$ cat config.mk
export PLATFORM = sky130hd
export DESIGN_NAME = fm_base_feeder
export DESIGN_NICKNAME = d
export VERILOG_FILES = /design/src/rtl/fm_base_feeder.sv
export SDC_FILE = /design/constraint.sdc
export NUM_CORES = 1
export LEC_CHECK = 0
export CAP_MARGIN = 10
export CELL_PAD_IN_SITES_DETAIL_PLACEMENT = 1
export CELL_PAD_IN_SITES_GLOBAL_PLACEMENT = 2
export CORE_ASPECT_RATIO = 1.75
export CORE_MARGIN = 5
export CORE_UTILIZATION = 40
export CTS_CLUSTER_SIZE = 28
export DETAILED_ROUTE_END_ITERATION = 8
export GPL_TIMING_DRIVEN = 1
export HOLD_SLACK_MARGIN = 0.08
export PLACE_DENSITY_LB_ADDON = 0.1
export SYNTH_ARGS = -nofsm -noshare
export SYNTH_HDL_FRONTEND = slang
export SYNTH_SLANG_ARGS = --single-unit
$ cat constraint.sdc
create_clock -name clk -period 5.1 [get_ports clk]
set_input_delay 0.51 -clock clk [delete_from_list [all_inputs] [get_ports clk]]
set_output_delay 0.51 -clock clk [all_outputs]
set_load 0.01 [all_outputs]
$ cat src/rtl/fm_base_feeder.sv
// Feeds 2-bit bases from a small word FIFO into a double-buffered fragment memory,
// one base per cycle, and hands completed 32-base buffers to a downstream consumer.
module fm_base_feeder #(
  parameter int FIFO_DEPTH = 4
) (
  input  logic        clk,
  input  logic        rst_n,
  input  logic        in_valid,
  input  logic [31:0] in_data,
  output logic        in_ready,
  output logic [1:0]  fm_wdata,
  output logic        fm_chg_idx,
  input  logic        fm_wait,
  output logic        rd_valid,
  input  logic        rd_done,
  output logic [7:0]  swap_cnt,
  output logic        err_desync
);
  localparam int AW = $clog2(FIFO_DEPTH);
  localparam int CW = $clog2(FIFO_DEPTH + 1);
  localparam logic [AW-1:0] LAST  = AW'(FIFO_DEPTH - 1);
  localparam logic [CW-1:0] DEPTH = CW'(FIFO_DEPTH);

  typedef enum logic [1:0] {PRIME, FILL, HOLD} state_t;
  state_t r_state, w_state_nxt;

  logic [31:0]   r_mem [FIFO_DEPTH];
  logic [AW-1:0] r_wr_ptr, r_rd_ptr;
  logic [CW-1:0] r_count;
  logic [4:0]    r_mirror;
  logic          r_released, r_rd_valid, r_err;
  logic [7:0]    r_swap_cnt;
  logic          w_push, w_pop, w_chg, w_swap, w_at_top;
  logic [31:0]   w_head;

  function automatic logic [AW-1:0] nxt_ptr(input logic [AW-1:0] p);
    return (p == LAST) ? '0 : p + AW'(1);
  endfunction

  assign w_head     = r_mem[r_rd_ptr];
  assign w_at_top   = (r_mirror == 5'd31);
  assign in_ready   = (r_count < DEPTH);
  assign w_push     = in_valid && in_ready;
  assign fm_chg_idx = w_chg;
  assign rd_valid   = r_rd_valid;
  assign swap_cnt   = r_swap_cnt;
  assign err_desync = r_err;

  always_ff @(posedge clk)
    if (w_push) r_mem[r_wr_ptr] <= in_data;

  always_ff @(posedge clk or negedge rst_n) begin
    if (!rst_n) begin
      r_wr_ptr <= '0;
      r_rd_ptr <= '0;
      r_count  <= '0;
    end else begin
      if (w_push) r_wr_ptr <= nxt_ptr(r_wr_ptr);
      if (w_pop)  r_rd_ptr <= nxt_ptr(r_rd_ptr);
      case ({w_push, w_pop})
        2'b10:   r_count <= r_count + CW'(1);
        2'b01:   r_count <= r_count - CW'(1);
        default: ;
      endcase
    end
  end

  // The head word always holds the bases for the current address; the first
  // word of a buffer pops at address 15, the second when the buffer is swapped.
  always_comb begin
    w_state_nxt = r_state;
    fm_wdata    = 2'b00;
    w_chg       = 1'b0;
    w_pop       = 1'b0;
    w_swap      = 1'b0;
    case (r_state)
      PRIME: begin
        if (w_at_top && r_count >= CW'(2)) begin
          w_chg       = 1'b1;
          w_state_nxt = FILL;
        end
      end
      FILL: begin
        fm_wdata = w_head[{r_mirror[3:0], 1'b0} +: 2];
        w_pop    = (r_mirror == 5'd15);
        if (r_mirror == 5'd30) w_state_nxt = HOLD;
      end
      HOLD: begin
        fm_wdata = w_head[31:30];
        // Need the word being finished plus two for the next buffer.
        if (r_released && r_count >= CW'(3)) begin
          w_chg       = 1'b1;
          w_pop       = 1'b1;
          w_swap      = 1'b1;
          w_state_nxt = FILL;
        end
      end
      default: w_state_nxt = PRIME;
    endcase
  end

  always_ff @(posedge clk or negedge rst_n) begin
    if (!rst_n) begin
      r_state    <= PRIME;
      r_mirror   <= '0;
      r_released <= 1'b0;
      r_rd_valid <= 1'b0;
      r_swap_cnt <= '0;
      r_err      <= 1'b0;
    end else begin
      r_state <= w_state_nxt;
      if (w_chg)          r_mirror <= '0;
      else if (!w_at_top) r_mirror <= r_mirror + 5'd1;
      // A publishing swap wins over a coincident release.
      if (w_swap) begin
        r_rd_valid <= 1'b1;
        r_released <= 1'b0;
        r_swap_cnt <= r_swap_cnt + 8'd1;
      end else if (w_chg) begin
        r_released <= 1'b1;
      end else if (rd_done && r_rd_valid) begin
        r_rd_valid <= 1'b0;
        r_released <= 1'b1;
      end
      if (fm_wait != (w_at_top && !w_chg)) r_err <= 1'b1;
    end
  end
endmodule

==> flow_metrics.py <==
metrics = {
    "status": {
        "status": "complete, no violations",
    },
    "sta": {
        "maxSlewViolCount": 0,
        "finalHoldViolCount": 0,
        "fin_crit_sh_pct": 73.3,
        "rsz0062_at_grt": "no",
        "tightest_slew_ps": 918,
        "fin_worst_skew_ps": 9.38,
        "tns_ps": 0,
        "slew_headroom_pct": 38.8,
        "worst_slack_ps": 1360,
        "setup_violations": 0,
        "period_minus_slack_ps": 3740,
        "max_freq_mhz": 268,
    },
    "routing": {
        "first_pass_iters": 4,
        "drt-initial-drc-count": 160,
        "finalWirelength_mm": 13.0,
        "wire_per_inst_um": 20.9,
        "vias_per_cell": 5.33,
        "drc": 0,
        "ant_nets": 0,
        "via_count": 3300,
    },
    "cts": {
        "cts_resized": 0,
        "path_clk_slew_ps": 70,
        "h-tree-depth": 4,
        "cts_tree": "done",
        "clock_sinks": 153,
        "hold_buffers": 0,
        "cts_root_buffer": "clkbuf_16",
        "post_cts_buffers": 0,
        "cts_max_path_buffers": 2,
        "insertion_delay_ps": 420,
        "cts_buffers": 17,
    },
    "logic_synthesis": {
        "synth_top_cells_by_area": "edfxtp_1, dfrtp_1, mux4_2, mux4_1, ha_1",
        "netlist_area_mm2": 0.00638,
        "async_flop_share_pct": 16.3,
        "syn_inst": 352,
        "yosysTopAreaCellShare_pct": 60.2,
        "syn_avg_cell_area_um2": 18.1,
        "yosys.cell_count.top_type": "edfxtp_1",
        "synth_common_cells": "edfxtp_1, nand2_1, mux4_2, dfrtp_1",
        "yosysWarnings": 0,
        "ys.flop_type": "edfxtp_1",
        "yosysSeqAreaShare_pct": 70.0,
        "synth_nets": 405,
        "synth_cell_types": 39,
        "synth_seq_cells": 153,
        "synth_edf_count": 128,
        "synth_area_leader_cell": "edfxtp_1",
    },
    "power_and_ir_drop": {
        "worst_ir_drop_vdd_v": 0.000246,
        "leakage_nw": 2.70,
        "power_density_mw_per_mm2": 516,
    },
    "placed_design": {
        "gp_congestion": 0.712,
        "io_buffer_count": 50,
        "dp_slack_ps": 1710,
        "dp_hpwl_mm": 8.60,
    },
    "cells_and_area": {
        "syn_to_final_growth_pct": 19.6,
        "n_antenna_cell": 0,
        "drive_gt1_share_pct": 17.0,
        "nets": 470,
    },
    "floorplan": {
        "die_h_um": 177,
        "start_util_pct": 40.4,
        "io_pins": 51,
        "fp.dieW_um": 105,
        "die_area_mm2": 0.0187,
        "rows": 61,
        "coreArea_mm2": 0.0158,
    },
    "critical_path": {
        "critical_path_class": "flop to output pin",
        "crit_fanout": 20,
        "ff2ff_path_depth": 11,
        "path_depth": 7,
        "path_buf_inv": 2,
        "critPathMaxStageDelay_ps": 940,
        "cp_slowest_cell": "dfrtp_1",
        "crit_arrival_ps": 3230,
        "crit_chain": "buf_4 -> mux4_2 -> mux2i_1 -> a32oi_1 -> nand3_1 -> nand3_1 -> clkdlybuf4s50_1",
        "crit_path_frequent_cell": "nand3_1",
        "worstPathRequired_ps": 4590,
        "startpoint_type": "flop",
        "cp-end-kind": "output pin",
        "cpLargestDelayFamily": "flip-flops",
    },
    "min_path": {
        "hold_path_class": "input pin to asynchronous set/reset pin",
    },
    "grt": {
        "grt_pass1_wl_mm": 20.6,
        "grt_max_degree": 33,
        "antenna_found_initial": 0,
        "grt_usage_pct": 15.0,
        "grt_overflow_total": 0,
        "first_global_vias": 3630,
    },
    "run": {
        "cap_violations": 0,
    },
}
-- path summary, 6_finish.rpt --
check                            start          end  slack (ps)
hold / removal                   rst_n   r_count[2]         460
setup / recovery           r_rd_ptr[1]  fm_wdata[1]        1360
max in group asynchronous        rst_n  r_rd_ptr[0]        4350
hold reg to reg            swap_cnt[7]  swap_cnt[7]         470
setup reg to reg           r_mirror[0]   r_count[1]        2320
min in group clk           swap_cnt[7]  swap_cnt[7]         470
-- stage by stage --
| step | std cells | power [mW] | hold slack, ps | util [%] | area [µm²] |
|---|---|---|---|---|---|
| final | 619 | 3.93 | 465 | 48.3 | 7630 |
| after global routing | 619 | 4.18 | 491 | 48.3 | 7630 |
| after CTS | 619 | 4.02 | 475 | 48.3 | 7630 |
| after detailed placement | 587 | 2.82 | 456 | 44.8 | 7070 |
| after global placement | 587 | 2.79 | 452 | 44.8 | 7070 |
| after floorplan | 352 | 2.44 | 214 | - | 6380 |
-- sequential cells by signal, indices dropped and copies added (netlist names) --
name        flops
r_mem         128
swap_cnt        8
r_mirror        5
r_count         3
r_rd_ptr        2
r_state         2
r_wr_ptr        2
err_desync      1
r_released      1
rd_valid        1
-- kinds of logic (layout without fill, tap and decap cells) --
| family | Yosys count | in the layout | synth area share (%) |
|---|---|---|---|
| flops | 153 | 153 | 70.0 |
| fa+ha+maj | 16 | 16 | 3.25 |
| mux | 43 | 43 | 13.9 |
| simple gates | 76 | 76 | 5.80 |
| compound gates | 23 | 23 | 2.49 |
| xor+xnor | 14 | 14 | 1.92 |
| buf+inv | 27 | 105 | 2.55 |
-- layer usage --
layer / track usage, % / up-vias / part of all wire (%)
met4: 5.25 / 0 / 1.3
met1: 16.5 / 1729 / 38
met3: 3.25 / 12 / 2.6
met2: 28.1 / 48 / 58
met5: 0 / - / 0
li1: - / 1511 / -
-- cells in the final DEF (no fill, tap or decap), drive strengths merged --
master / count
edfxtp: 128
clkdlybuf4s50: 50
mux4: 34
nand2: 28
dfrtp: 25
inv: 24
clkbuf: 18
ha: 15
nor2: 13
nand3: 11
xnor2: 8
buf: 8
and2: 6
mux2i: 6
a32oi: 6
nand4: 6
xor2: 6
a21oi: 6
o21ai: 6
and3: 3
mux2: 3
nor3: 3
clkinv: 3
nor2b: 2
a21o: 2
clkinvlp: 2
and2b: 2
o211ai: 1
o31ai: 1
a22oi: 1
or3: 1
nand2b: 1
fa: 1
-- final cells by class --
cell class                 count  area, µm²
clock buffer                  18        429
clock inverter                14        129
fill                        1492       8170
inverter                      15       56.3
multi-input combinational    172       1750
sequential                   153       4470
tap                          189        236
timing repair buffer          58        561
-- where the power goes --
part	switching (mW)	internal, mW	total (mW)
clock	0.537	0.646	1.18
sequential	0.149	1.58	1.73
combinational	0.549	0.475	1.02
Power figures use the tool's default switching activity.
